File: src/rtl/cpu_b_io_pkg.sv
// Shared definitions for the CPU_B I/O port controller.
//   OPCODE_IO           : instruction value that triggers an I/O transfer
//   DIR_IN / DIR_OUT    : io_input_output encodings
//   SEL_DATA / SEL_ADDR : io_data_address encodings
//   io_state_e          : controller FSM states
package cpu_b_io_pkg;

  localparam logic [3:0] OPCODE_IO = 4'h7;

  localparam logic DIR_IN   = 1'b0;
  localparam logic DIR_OUT  = 1'b1;

  localparam logic SEL_DATA = 1'b0;
  localparam logic SEL_ADDR = 1'b1;

  typedef enum logic [1:0] {
    IDLE     = 2'd0,
    OUT_WAIT = 2'd1,
    IN_WAIT  = 2'd2,
    DONE     = 2'd3
  } io_state_e;

endpackage

File: src/rtl/io_timeout_ctr.sv
// Wait-cycle counter for one I/O transfer.
//   clk, reset : clock, synchronous active-high reset
//   clr        : restart the count (transfer accepted)
//   en         : controller is in a wait state this cycle
//   expired    : this wait cycle is the TIMEOUT-th one; the transfer
//                aborts at the coming edge unless the handshake lands.
//                Never asserted when TIMEOUT is 0.
module io_timeout_ctr #(
  parameter int TIMEOUT = 255
) (
  input  logic clk,
  input  logic reset,
  input  logic clr,
  input  logic en,
  output logic expired
);

  localparam int CW = (TIMEOUT > 0) ? $clog2(TIMEOUT + 1) : 1;
  localparam logic [CW-1:0] LAST = (TIMEOUT > 0) ? CW'(TIMEOUT - 1) : '0;

  logic [CW-1:0] cnt_q;
  logic [CW-1:0] cnt_d;

  always_comb begin
    cnt_d = cnt_q;
    if (clr) begin
      cnt_d = '0;
    end else if (en && (cnt_q != LAST)) begin
      cnt_d = cnt_q + CW'(1);
    end
  end

  always_ff @(posedge clk) begin
    if (reset) begin
      cnt_q <= '0;
    end else begin
      cnt_q <= cnt_d;
    end
  end

  assign expired = (TIMEOUT > 0) && en && (cnt_q == LAST);

endmodule

File: src/rtl/io_port_ctrl.sv
// I/O port controller for CPU_B: runs one IO-instruction transfer at a time
// between the CPU and one of N_PORTS external modules.
//   start/instruction        : request from the Control Unit (opcode 4'h7)
//   io_input_output          : 0 = input, 1 = output
//   io_data_address          : 0 = data, 1 = address qualifier
//   port_sel, cpu_out        : target port and outgoing word
//   cpu_in                   : word captured from the port (0 on input timeout)
//   busy, done, err          : status; done is a one-cycle pulse
//   ext_out_*                : output handshake (one-hot valid, per-port ready)
//   ext_in_*                 : input handshake (one-hot req, per-port valid/data)
// Every output is a flop; its next value is derived from the next state.
module io_port_ctrl
  import cpu_b_io_pkg::*;
#(
  parameter int DATA_W  = 8,
  parameter int N_PORTS = 4,
  parameter int PSEL_W  = (N_PORTS > 1) ? $clog2(N_PORTS) : 1,
  parameter int TIMEOUT = 255
) (
  input  logic                       clk,
  input  logic                       reset,
  input  logic                       start,
  input  logic [0:3]                 instruction,
  input  logic                       io_input_output,
  input  logic                       io_data_address,
  input  logic [PSEL_W-1:0]          port_sel,
  input  logic [DATA_W-1:0]          cpu_out,
  output logic [DATA_W-1:0]          cpu_in,
  output logic                       busy,
  output logic                       done,
  output logic                       err,
  output logic [DATA_W-1:0]          ext_out_data,
  output logic                       ext_data_address,
  output logic [N_PORTS-1:0]         ext_out_valid,
  input  logic [N_PORTS-1:0]         ext_out_ready,
  output logic [N_PORTS-1:0]         ext_in_req,
  input  logic [N_PORTS-1:0]         ext_in_valid,
  input  logic [N_PORTS*DATA_W-1:0]  ext_in_data
);

  function automatic logic [N_PORTS-1:0] decode_port(input logic [PSEL_W-1:0] sel);
    decode_port = '0;
    for (int unsigned p = 0; p < N_PORTS; p++) begin
      decode_port[p] = (32'(sel) == p);
    end
  endfunction

  io_state_e           state_q, state_d;
  logic [PSEL_W-1:0]   port_q, port_d;
  logic [DATA_W-1:0]   cpu_in_q, cpu_in_d;
  logic [DATA_W-1:0]   out_data_q, out_data_d;
  logic                da_q, da_d;
  logic                busy_q, busy_d;
  logic                done_q, done_d;
  logic                err_q, err_d;
  logic [N_PORTS-1:0]  out_valid_q, out_valid_d;
  logic [N_PORTS-1:0]  in_req_q, in_req_d;

  logic [N_PORTS-1:0]  sel_oh;
  logic                sel_ready;
  logic                sel_valid;
  logic [DATA_W-1:0]   in_slice;
  logic                accept;
  logic                port_ok;
  logic                ctr_clr;
  logic                ctr_en;
  logic                tmo_expired;

  assign sel_oh    = decode_port(port_q);
  assign sel_ready = |(ext_out_ready & sel_oh);
  assign sel_valid = |(ext_in_valid & sel_oh);
  assign accept    = start && (instruction == OPCODE_IO);
  assign port_ok   = int'(port_sel) < N_PORTS;

  always_comb begin
    in_slice = '0;
    for (int unsigned p = 0; p < N_PORTS; p++) begin
      if (sel_oh[p]) begin
        in_slice = ext_in_data[p*DATA_W +: DATA_W];
      end
    end
  end

  io_timeout_ctr #(
    .TIMEOUT (TIMEOUT)
  ) u_timeout (
    .clk     (clk),
    .reset   (reset),
    .clr     (ctr_clr),
    .en      (ctr_en),
    .expired (tmo_expired)
  );

  always_comb begin
    state_d    = state_q;
    port_d     = port_q;
    cpu_in_d   = cpu_in_q;
    out_data_d = out_data_q;
    da_d       = da_q;
    err_d      = err_q;
    ctr_clr    = 1'b0;
    ctr_en     = 1'b0;

    unique case (state_q)
      IDLE: begin
        if (accept) begin
          ctr_clr = 1'b1;
          if (!port_ok) begin
            err_d   = 1'b1;
            state_d = DONE;
          end else begin
            err_d      = 1'b0;
            port_d     = port_sel;
            out_data_d = cpu_out;
            da_d       = io_data_address;
            state_d    = (io_input_output == DIR_OUT) ? OUT_WAIT : IN_WAIT;
          end
        end
      end
      // Handshake is tested before expiry so a same-edge arrival completes cleanly.
      OUT_WAIT: begin
        ctr_en = 1'b1;
        if (sel_ready) begin
          state_d = DONE;
        end else if (tmo_expired) begin
          err_d   = 1'b1;
          state_d = DONE;
        end
      end
      IN_WAIT: begin
        ctr_en = 1'b1;
        if (sel_valid) begin
          cpu_in_d = in_slice;
          state_d  = DONE;
        end else if (tmo_expired) begin
          cpu_in_d = '0;
          err_d    = 1'b1;
          state_d  = DONE;
        end
      end
      DONE: begin
        state_d = IDLE;
      end
      default: begin
        state_d = IDLE;
      end
    endcase

    busy_d      = (state_d != IDLE);
    done_d      = (state_d == DONE);
    out_valid_d = (state_d == OUT_WAIT) ? decode_port(port_d) : '0;
    in_req_d    = (state_d == IN_WAIT)  ? decode_port(port_d) : '0;
  end

  always_ff @(posedge clk) begin
    if (reset) begin
      state_q     <= IDLE;
      port_q      <= '0;
      cpu_in_q    <= '0;
      out_data_q  <= '0;
      da_q        <= 1'b0;
      busy_q      <= 1'b0;
      done_q      <= 1'b0;
      err_q       <= 1'b0;
      out_valid_q <= '0;
      in_req_q    <= '0;
    end else begin
      state_q     <= state_d;
      port_q      <= port_d;
      cpu_in_q    <= cpu_in_d;
      out_data_q  <= out_data_d;
      da_q        <= da_d;
      busy_q      <= busy_d;
      done_q      <= done_d;
      err_q       <= err_d;
      out_valid_q <= out_valid_d;
      in_req_q    <= in_req_d;
    end
  end

  assign cpu_in           = cpu_in_q;
  assign busy             = busy_q;
  assign done             = done_q;
  assign err              = err_q;
  assign ext_out_data     = out_data_q;
  assign ext_data_address = da_q;
  assign ext_out_valid    = out_valid_q;
  assign ext_in_req       = in_req_q;

endmodule
File: config.mk
export PLATFORM = sky130hd
export DESIGN_NAME = io_port_ctrl
export DESIGN_NICKNAME = d
export VERILOG_FILES = /design/src/rtl/cpu_b_io_pkg.sv /design/src/rtl/io_timeout_ctr.sv /design/src/rtl/io_port_ctrl.sv
export SDC_FILE = /design/constraint.sdc
export NUM_CORES = 1
export LEC_CHECK = 0
export ABC_AREA = 1
export CAP_MARGIN = 15
export CORE_ASPECT_RATIO = 1.2
export CORE_MARGIN = 3
export CORE_UTILIZATION = 25
export DETAILED_ROUTE_END_ITERATION = 16
export PLACE_DENSITY_LB_ADDON = 0.08
export SKIP_LAST_GASP = 1
export SYNTH_ARGS = -nofsm -noshare
export SYNTH_HDL_FRONTEND = slang
export SYNTH_SLANG_ARGS = --single-unit
File: constraint.sdc
create_clock -name clk -period 1.7 [get_ports clk]
set_clock_uncertainty 0.1 [all_clocks]
set_input_delay 0.51 -clock clk [delete_from_list [all_inputs] [get_ports clk]]
set_output_delay 0.51 -clock clk [all_outputs]
set_load 0.01 [all_outputs]
-- Word-level counts from Yosys, hierarchy flattened
Index checks and enable logic that the tools add are counted.
- memories kept: 0
- bits in writable memories: 0
- bits in registers: 40
- latch bits: 0
- logic and storage cells: 74
- output and inout bits: 28
- memory bits (read-only): 0
- add/sub/neg operators: 1
- div/mod/pow operators: 0
- multipliers: 0
- multiplexer cells: 22
- magnitude comparators: 0
- bitwise gates (word level): 4
- reductions and logical operators: 18
- eq/ne operators: 18
- shift operators: 0
- operators by type and width (operator ; count):
    $mux 8 ; 6
    $eq 2x2->1 const B ; 8
    $mux 2 ; 7
    $add 8x1->8 const B ; 1
    $and 4x4->4 ; 2
    $eq 2x1->1 const B ; 4
    $eq 8x8->1 const B ; 1
    $ne 8x8->1 const B ; 1
    $pmux 2 s4 ; 1
    $reduce_or 2->1 ; 4
    $reduce_or 4->1 ; 2
    $mux 1 ; 7
    $logic_not 2->1 ; 3
    $ne 2x2->1 const B ; 3
    $eq 4x3->1 const B ; 1
    $reduce_and 2->1 ; 2
    $reduce_and 4->1 ; 1
    $reduce_bool 2->1 ; 2
    $logic_and 1x1->1 ; 3
    $pmux 1 s3 ; 1
    $reduce_bool 3->1 ; 1
    $not 1->1 ; 2

-- Logic depth before layout (Yosys ltp)
Gate-level depths: netlist of run 1.
- depth after elaboration: 10
- depth in mapped cells: 12

-- Hierarchy
A second synthesis of run 1 with hierarchy kept.
- cells, all modules: 293
- area, all modules: 2098.3 um2
- by module, submodules not included (module ; instances ; area each (um2) ; cells an instance):
    io_port_ctrl ; 1 ; 1616.6 ; 223
    io_timeout_ctr ; 1 ; 481.7 ; 70

-- Worst setup path after synthesis of run 1
OpenSTA, ideal clock, no wires.
- path kind: input-to-reg
- start: input instruction[2] in the netlist's numbering
- end: register in_req_q[3] (netlist: ext_in_req[3])
- stages: 9
- path slack: 0.108 ns
- data required time: 1.488 ns
- path buffers: 0
- arrival time: 1.380 ns
- setup time: 0.112 ns
- path through: nand2_1 > nor2_2 > nand2_2 > clkinv_4 > nand2_4 > o21ai_0 > inv_1 > nand2_1 > nor2_1
- longest elaborated chain between the ends: 7
- ends and longest elaborated chain (item ; RTL line ; text):
    start: declaration ; io_port_ctrl.sv:23 ; input logic [0:3] instruction,
    $eq 4x3->1 * ; io_port_ctrl.sv:72 ; assign accept = start && (instruction == OPCODE_IO);
    $logic_and 1x1->1 * ; io_port_ctrl.sv:72 ;
    $mux 2 ; io_port_ctrl.sv:106 ; if (accept) begin
    $pmux 2 s4 ; io_port_ctrl.sv:104 ; unique case (state_q)
    $eq 2x2->1 ; io_port_ctrl.sv:152 ; in_req_d = (state_d == IN_WAIT) ? decode_port(port_d) : '0;
    $not 1->1 (no source line) ; - ;
    $reduce_or 2->1 (no source line) ; - ;
    end signal: assignment ; io_port_ctrl.sv:177 ; in_req_q <= in_req_d;
    end: declaration ; io_port_ctrl.sv:57 ; logic [N_PORTS-1:0] in_req_q, in_req_d;
Mark *: on every way between the ends. The rest lies on a longest branch, timed or not.
A chain may end at the register's enable or synchronous reset.

-- Worst setup path after layout of run 1
- start: input ext_in_valid[0]
- end: register busy_q (netlist: busy)
- longest elaborated chain between the ends: 5
- ends and longest elaborated chain (item ; RTL line ; text):
    start: declaration ; io_port_ctrl.sv:37 ; input logic [N_PORTS-1:0] ext_in_valid,
    $and 4x4->4 ; io_port_ctrl.sv:71 ; assign sel_valid = |(ext_in_valid & sel_oh);
    $reduce_or 4->1 ; io_port_ctrl.sv:71 ;
    $mux 2 ; io_port_ctrl.sv:132 ; if (sel_valid) begin
    $pmux 2 s4 ; io_port_ctrl.sv:104 ;
    $reduce_bool 2->1 ; io_port_ctrl.sv:149 ; busy_d = (state_d != IDLE);
    end signal: assignment ; io_port_ctrl.sv:173 ; busy_q <= busy_d;
    end: declaration ; io_port_ctrl.sv:53 ; logic busy_q, busy_d;
No other way between the ends.

==> results of run 1 <==
## placed cells by master, fill, tap and decap left out, drive strengths merged
master and n:
xor2 1, o22ai 2, o21ai 22, a31oi 1
dlymetal6s2s 6, xnor2 1, o31ai 1, nand4 1
o21ba 1, nor3 1, clkbuf 6, buf 28
clkinv 1, nand2 66, nand3 28, dlygate4sd2 30
a21oi 25, and2 1, o211ai 7, clkinvlp 2
inv 22, nor2 32, ha 7, dfxtp 40
clkdlybuf4s50 50
## area by class of cell
type	count	share of cell area
clock buffers	6	0.0245
clock inverters	2	0.00445
inverters	23	0.0271
multi-input cells	197	0.353
flip-flops and latches	40	0.238
well taps	92	0.0341
repair buffers	114	0.318
## worst max path at each step
stage                       startpoint                  to  cells past startpoint
floorplan               instruction[2]       ext_in_req[3]                      9
detailed placement      instruction[2]       ext_in_req[0]                     11
global route        u_timeout.cnt_q[0]  u_timeout.cnt_q[7]                     10
CTS                    ext_in_valid[1]                busy                      9
global placement        instruction[2]    ext_out_valid[3]                     11
finish                 ext_in_valid[0]                busy                      9
## Yosys cell counts
library cell | count | area (µm²)
o21ai_2 | 2 | 17.5
nand2_2 | 14 | 87.6
o21ai_4 | 1 | 16.3
nor3_2 | 1 | 10.0
nor2_2 | 3 | 18.8
nand3_2 | 4 | 40.0
clkbuf_1 | 3 | 11.3
nand2_4 | 2 | 22.5
o21ai_1 | 1 | 5.00
nand4_1 | 1 | 6.26
o22ai_1 | 2 | 12.5
ha_1 | 7 | 87.6
o21ba_2 | 1 | 10.0
buf_2 | 1 | 5.00
clkinv_4 | 1 | 8.76
o31ai_1 | 1 | 7.51
buf_12 | 1 | 20.0
a31oi_1 | 1 | 6.26
inv_1 | 19 | 71.3
buf_6 | 5 | 56.3
o21ai_0 | 18 | 90.1
xnor2_1 | 1 | 8.76
dfxtp_1 | 40 | 801
nor2_1 | 29 | 109
xor2_1 | 1 | 8.76
nand2_1 | 50 | 188
o211ai_1 | 7 | 52.6
a21oi_2 | 9 | 78.8
and2_4 | 1 | 8.76
a21oi_1 | 16 | 80.1
inv_2 | 3 | 11.3
nand3_1 | 24 | 120
## report_power, final
part / total (mW) / switching [mW] / internal, mW / leakage [nW]
combinational: 1.12 / 0.580 / 0.542 / 1.14
clock: 0.666 / 0.337 / 0.328 / 0.0434
sequential: 1.07 / 0.0435 / 1.02 / 0.324
## state kept, by name (all words and copies together) (netlist names)
signal and count:
ext_out_valid 4, state_q 2, busy 1, cpu_in 8, ext_data_address 1, port_q 2
err 1, ext_out_data 8, u_timeout.cnt_q 8, ext_in_req 4, done 1
## routing by layer
layer | track usage | wire (µm) | part of all wire
met5 | 0 | 0 | 0
met2 | 0.222 | 3070 | 0.51
met1 | 0.170 | 2570 | 0.43
met3 | 0.0328 | 297 | 0.050
met4 | 0.0319 | 34 | 0.0057
## repair_timing
action | CTS | global route
gates resized for setup | 37 | 28
endpoints found under the setup margin | 40 | 26
cloned | 0 | 0
pin swaps | 9 | 14
setup buffers | 0 | 2
## cell families (layout without fill, tap and decap cells)
kind of cell,after synthesis,in the layout,synth area share
adders and majority gates,7,7,0.0422
and+or+nand+nor,129,129,0.294
xor gates and xnor gates,2,2,0.00844
DFF,40,40,0.386
AOI/OAI and AO/OA,59,59,0.181
buffers and inverters,33,145,0.0886
## worst reg2reg max path, delay by kind of cell (launching register included)
kind	cells	cell delay [ps]
and+or+nand+nor	6	500
adders and majority gates	1	210
DFF	1	340
xor gates and xnor gates	1	160
buffers and inverters	3	260
## stage by stage
stage                     TNS (ps)   util
final                            0  0.428
after global routing         -6.36  0.428
after CTS                        0  0.414
after global placement      -10010  0.403
after floorplan                  0      -
after detailed placement    -10510  0.403
==> results by group, run 1 <==
Outcome
  – Outcome: completed

Global route
  – Initial antenna violation count: 0
  – Tot GR Track Use: 0.134
  – Remaining global-route overflow: 0
  – First-pass GRT wire length: 9950 µm
  – Pin count of the biggest net entering global routing: 16
  – Vias in the first global route: 2088

Critical path
  – Cell-by-cell listing of the critical path: clkdlybuf4s50_1, nand2_1, nand2_2, o21ai_4, nand3_2, nand2_2, nand2_2, nand2_2, o21ai_1
  – R2R Path Start: u_timeout.cnt_q[0]
  – Nature of the critical path endpoint: flop
  – Setup CP Type: input port to flop
  – CP Launch Type: input port
  – CP bufs+invs: 1
  – WP data arrival: 1690 ps
  – Reg2reg setup slack: between 80 and 90 ps
  – Crit-path max cell delay: between 300 and 400 ps
  – Crit-path most repeated cell: nand2_2
  – Top Family by Delay on Critical Path: simple AND/OR/NAND/NOR gates
  – Req. time, crit path: 1780 ps
  – Worst-path maximum fanout: 5
  – Reg-to-reg endpoint: u_timeout.cnt_q[3]
  – Worst path slowest cell: clkdlybuf4s50_1
  – R2R depth: 11

Synthesis
  – Synth Warn #: 0
  – Synthesized flop and latch total: 40
  – Post-Synthesis Cell Area: 0.00208 mm²
  – Mean post-synth cell area: 7.69 µm²
  – Synth unique cells: 32
  – Sequential fraction of the synthesis area: 0.386
  – Post-synthesis net count: 336
  – Synthesized instance count: 270

Clock tree
  – CTS HTree Levels: 2
  – Clk sinks: 40
  – Clk Latency, worst-skew pair: ~290 ps
  – CTS root buf: clkbuf_8
  – Clock Path Buffers: 2
  – Worst-path clk slew: roughly 80 ps
  – CTS tree: built
  – CTS buffer count: 5
  – # hold bufs at CTS: 0

Cells and area
  – Final nets: 447
  – Fill count: 844
  – Fraction of layout instances using a drive strength above 1: 0.262
  – Synth-to-Final Area Change: 62.3%
  – Area of the multi-input gates: ~0.0012 mm²
  – Inserted Diodes: 0
  – Non-Filler Instances: 474
  – Reg area: 803 µm²
  – Final instance area: 0.00337 mm²

Pwr
  – Power consumption: 2.86 mW
  – Leak: around 1.5 nW
  – P per Cell Area: 847 mW/mm²
  – Maximum vdd drop: 0.000323 V

Routing
  – DR vias: ~2100
  – Vias per std cell: between 4 and 5
  – Residual DRC count: 0
  – Pre-Repair DR Iteration Count: 4
  – Number of DRC markers in iteration 0: 38
  – Routed Antenna Nets: 0
  – Routed WL per cell: 12.6 µm
  – Post-Route WL: about 6000 µm

STA
  – RSZ-0062 raised after global routing: true
  – Period Utilization, post-route: 0.949
  – Tightest Pin Transition: approximately 250 ps
  – Peak Freq: 620 MHz
  – Hold Slack: 358 ps
  – Max-slew violations: 0
  – Final hold viol count: 0
  – Slew headroom: 0.831
  – Fin worst setup slack: between 80 and 90 ps
  – Setup-failing EPs final: 0
  – Min cycle time layout: 1610 ps

Worst hold path
  – Worst hold path cell count: 2
  – Hold_sp: u_timeout.cnt_q[4]
  – Hold path endpoint: u_timeout.cnt_q[4]
  – Worst Hold Class: flop to flop

Floorplan
  – Die Y: 106 µm
  – Die Area: approximately 0.0094 mm²
  – Die X-Extent: 89.2 µm
  – Placement Rows: 35
  – Initial Util: 0.263
  – Core region area: around 0.008 mm²
  – IO Pins: 87

Placement
  – GPL Wtd Cong: between 0.7 and 0.8
  – Placed Cells: 464
  – DP HPWL: 4930 µm
  – PortBufs: 86
  – Worst Setup Slack post-DPL: -391 ps
  – Post-DP Area: 0.00318 mm²

Run
  – Max cap viols: 0
Power figures use the tool's default switching activity.
==> inputs of run 2 (changes only) <==
--- a/config.mk
+++ b/config.mk
@@ -11,6 +11,7 @@
 export CORE_MARGIN = 3
 export CORE_UTILIZATION = 25
 export DETAILED_ROUTE_END_ITERATION = 16
+export HOLD_SLACK_MARGIN = 0.15
 export PLACE_DENSITY_LB_ADDON = 0.08
 export SKIP_LAST_GASP = 1
 export SYNTH_ARGS = -nofsm -noshare
==> results of run 2 <==
The final DEF is identical to that of run 1; final timing and power are the same.
==> inputs of run 3 (changes only) <==
--- a/config.mk
+++ b/config.mk
@@ -11,8 +11,7 @@
 export CORE_MARGIN = 3
 export CORE_UTILIZATION = 25
 export DETAILED_ROUTE_END_ITERATION = 16
-export HOLD_SLACK_MARGIN = 0.15
-export PLACE_DENSITY_LB_ADDON = 0.08
+export HOLD_SLACK_MARGIN = 0.02
 export SKIP_LAST_GASP = 1
 export SYNTH_ARGS = -nofsm -noshare
 export SYNTH_HDL_FRONTEND = slang
==> run 3 against run 2 <==
Against the previous run:
- cell area fell by 1.4%
- largest power group unchanged
- critical path type unchanged
- highest routed layer unchanged
- sequential share of layout area rose by 0.41 points
- count of clock-buffer cells in the layout fell by 1
- cell count fell by 0.84%
==> results by group, run 3 (synthesized netlist as in run 1, its figures left out) <==
Global route
  – Met2 Use GR: 0.208 (was 0.222)
  – Vias in the first global route: 1970 (was 2088)
  – First-pass GRT wire length: 9320 µm (was 9950 µm)
  – Remaining global-route overflow: 0 (unchanged)
  – Met1 usage: 0.157 (was 0.170)
  – Initial antenna violation count: 0 (unchanged)
  – Pin count of the biggest net entering global routing: 20 (was 16)
  – Tot GR Track Use: 0.124 (was 0.134)
  – Met3 Use GR: 0.0289 (was 0.0328)
  – GRT busiest layer: met2 (unchanged)

Placement
  – Placed Cells: 460 (was 464)
  – PortBufs: 86 (unchanged)
  – Worst Setup Slack post-DPL: -401 ps (was -391 ps)
  – GPL Wtd Cong: 0.797 (was 0.762)
  – DP HPWL: 4620 µm (was 4930 µm)

STA
  – Peak Freq: 623 MHz (was 620 MHz)
  – Min cycle time layout: 1600 ps (was 1610 ps)
  – Final hold viol count: 0 (unchanged)
  – Max-slew violations: 0 (unchanged)
  – RSZ-0062 raised after global routing: true (unchanged)
  – Fin worst setup slack: 95.8 ps (was 85.9 ps)
  – Setup-failing EPs final: 0 (unchanged)
  – Tightest Pin Transition: 432 ps (was 251 ps)
  – Period Utilization, post-route: 0.944 (was 0.949)
  – Hold Slack: 361 ps (was 358 ps)
  – Slew headroom: 0.711 (was 0.831)

Floorplan
  – Die Y: 106 µm (unchanged)
  – Core region area: 0.00788 mm² (unchanged)
  – Die Area: 0.00944 mm² (unchanged)
  – Die X-Extent: 89.2 µm (unchanged)
  – IO Pins: 87 (unchanged)
  – Initial Util: 0.263 (unchanged)
  – Placement Rows: 35 (unchanged)

Pwr
  – Leak: 1.49 nW (was 1.51 nW)
  – P per Cell Area: 883 mW/mm² (was 847 mW/mm²)
  – Maximum vdd drop: 0.000314 V (was 0.000323 V)

Cells and area
  – Area of the multi-input gates: 0.00118 mm² (was 0.00119 mm²)
  – Most frequent cells in the layout: clkdlybuf4s50_1, nand2_1, dfxtp_1 (unchanged)
  – Final nets: 443 (was 447)
  – Fraction of layout instances using a drive strength above 1: 0.254 (was 0.262)
  – Synth-to-Final Area Change: 60.1% (was 62.3%)
  – Reg area: 806 µm² (was 803 µm²)
  – Inserted Diodes: 0 (unchanged)
  – Most common cell after layout, fill and taps aside: clkdlybuf4s50_1 (unchanged)
  – Fill count: 830 (was 844)
  – Non-Filler Instances: 470 (was 474)

Critical path
  – R2R depth: 8 (was 11)
  – CP Launch Type: input port (unchanged)
  – Reg-to-reg endpoint: ext_in_req[3] (was u_timeout.cnt_q[3])
  – Reg2reg setup slack: 100 ps (was 90 ps)
  – Worst-path maximum fanout: 4 (was 5)
  – WP data arrival: 1730 ps (was 1690 ps)
  – Beginning of the critical path: ext_out_ready[2] (was ext_in_valid[0])
  – R2R Path Start: port_q[1] (was u_timeout.cnt_q[0])
  – Req. time, crit path: 1830 ps (was 1780 ps)
  – Nature of the critical path endpoint: flop (unchanged)
  – Setup CP Type: input port to flop (unchanged)

Worst hold path
  – Worst hold path cell count: 2 (unchanged)
  – Worst Hold Class: flop to flop (unchanged)
  – Hold path endpoint: ext_out_data[3] (was u_timeout.cnt_q[4])
  – Hold_sp: ext_out_data[3] (was u_timeout.cnt_q[4])

Clock tree
  – CTS tree: built (unchanged)
  – Worst-path clk slew: 80 ps (about the same)
  – CTS root buf: clkbuf_8 (unchanged)
  – Clk Latency, worst-skew pair: 290 ps (about the same)
  – Clock Path Buffers: 2 (unchanged)
  – CTS buffer count: 5 (unchanged)
  – Clk sinks: 40 (unchanged)
  – CTS HTree Levels: 2 (unchanged)

Routing
  – Residual DRC count: 0 (unchanged)
  – Post-Route WL: 5750 µm (was 5970 µm)
  – Routed WL per cell: 12.2 µm (was 12.6 µm)
  – Routed Antenna Nets: 0 (unchanged)
  – Vias per std cell: 4.52 (was 4.41)
  – Number of DRC markers in iteration 0: 73 (was 38)
  – DR vias: 2126 (was 2091)
  – Pre-Repair DR Iteration Count: 4 (unchanged)

Run
  – Max cap viols: 0 (unchanged)

Outcome
  – Outcome: completed (unchanged)
-- run 3: timing repair --
item                                    4_1_cts  5_1_grt
hold buffers                                  0        0
endpoints found under the setup margin       41       27
buffers inserted                              1        1
resized for setup                            42       26
pin swaps                                    13       12
-- run 3: worst max-delay path, cell delays in order --
cell             delay, ps
clkdlybuf4s50_1        490
nand3_2                 70
nand2_1                 80
o21ai_2                 80
nand3_2                110
nand2_4                 70
nor2_4                 140
nand2_4                 80
nor2_2                 110
-- run 3: final cells by class --
| type | count | area share |
|---|---|---|
| sequential | 40 | 0.242 |
| clock buffer | 5 | 0.0207 |
| multi-input combinational | 197 | 0.355 |
| inverter | 23 | 0.0286 |
| tap | 92 | 0.0346 |
| timing repair buffer | 110 | 0.306 |
| clock inverter | 3 | 0.0128 |
-- run 3: report_power, final --
part | leakage, nW | switching (mW) | total, mW | internal (mW)
clock | 0.0541 | 0.323 | 0.757 | 0.434
sequential | 0.325 | 0.0497 | 1.08 | 1.03
combinational | 1.11 | 0.563 | 1.10 | 0.537
total | 1.49 | 0.936 | 2.93 | 2.00
-- run 3: how the worst max path moves through the flow --
| stage | endpoint | cells past startpoint | slack (ps) |
|---|---|---|---|
| after floorplan | ext_in_req[3] | 9 | 110 |
| after global placement | ext_in_req[3] | 11 | -350 |
| after detailed placement | ext_in_req[3] | 11 | -400 |
| after CTS | ext_in_req[3] | 11 | 4 |
| after global routing | u_timeout.cnt_q[7] | 10 | -30 |
| final | ext_in_req[3] | 9 | 100 |
-- run 3: per-stage QoR --
step	power (mW)	TNS, ps	cell area [µm²]	util
detailed placement	2.10	-10330	3130	0.397
CTS	2.87	0	3230	0.410
global route	3.13	-126	3320	0.422
global placement	2.09	-9690	3130	0.397
finish	2.93	0	3320	0.422
floorplan	1.65	0	2080	-
-- run 3: metal layers --
layer  vias to the layer above  wire (µm)
met5                         -          0
li1                       1107          -
met1                       963       2500
met2                        50       2930
met3                         6        268
met4                         0         58
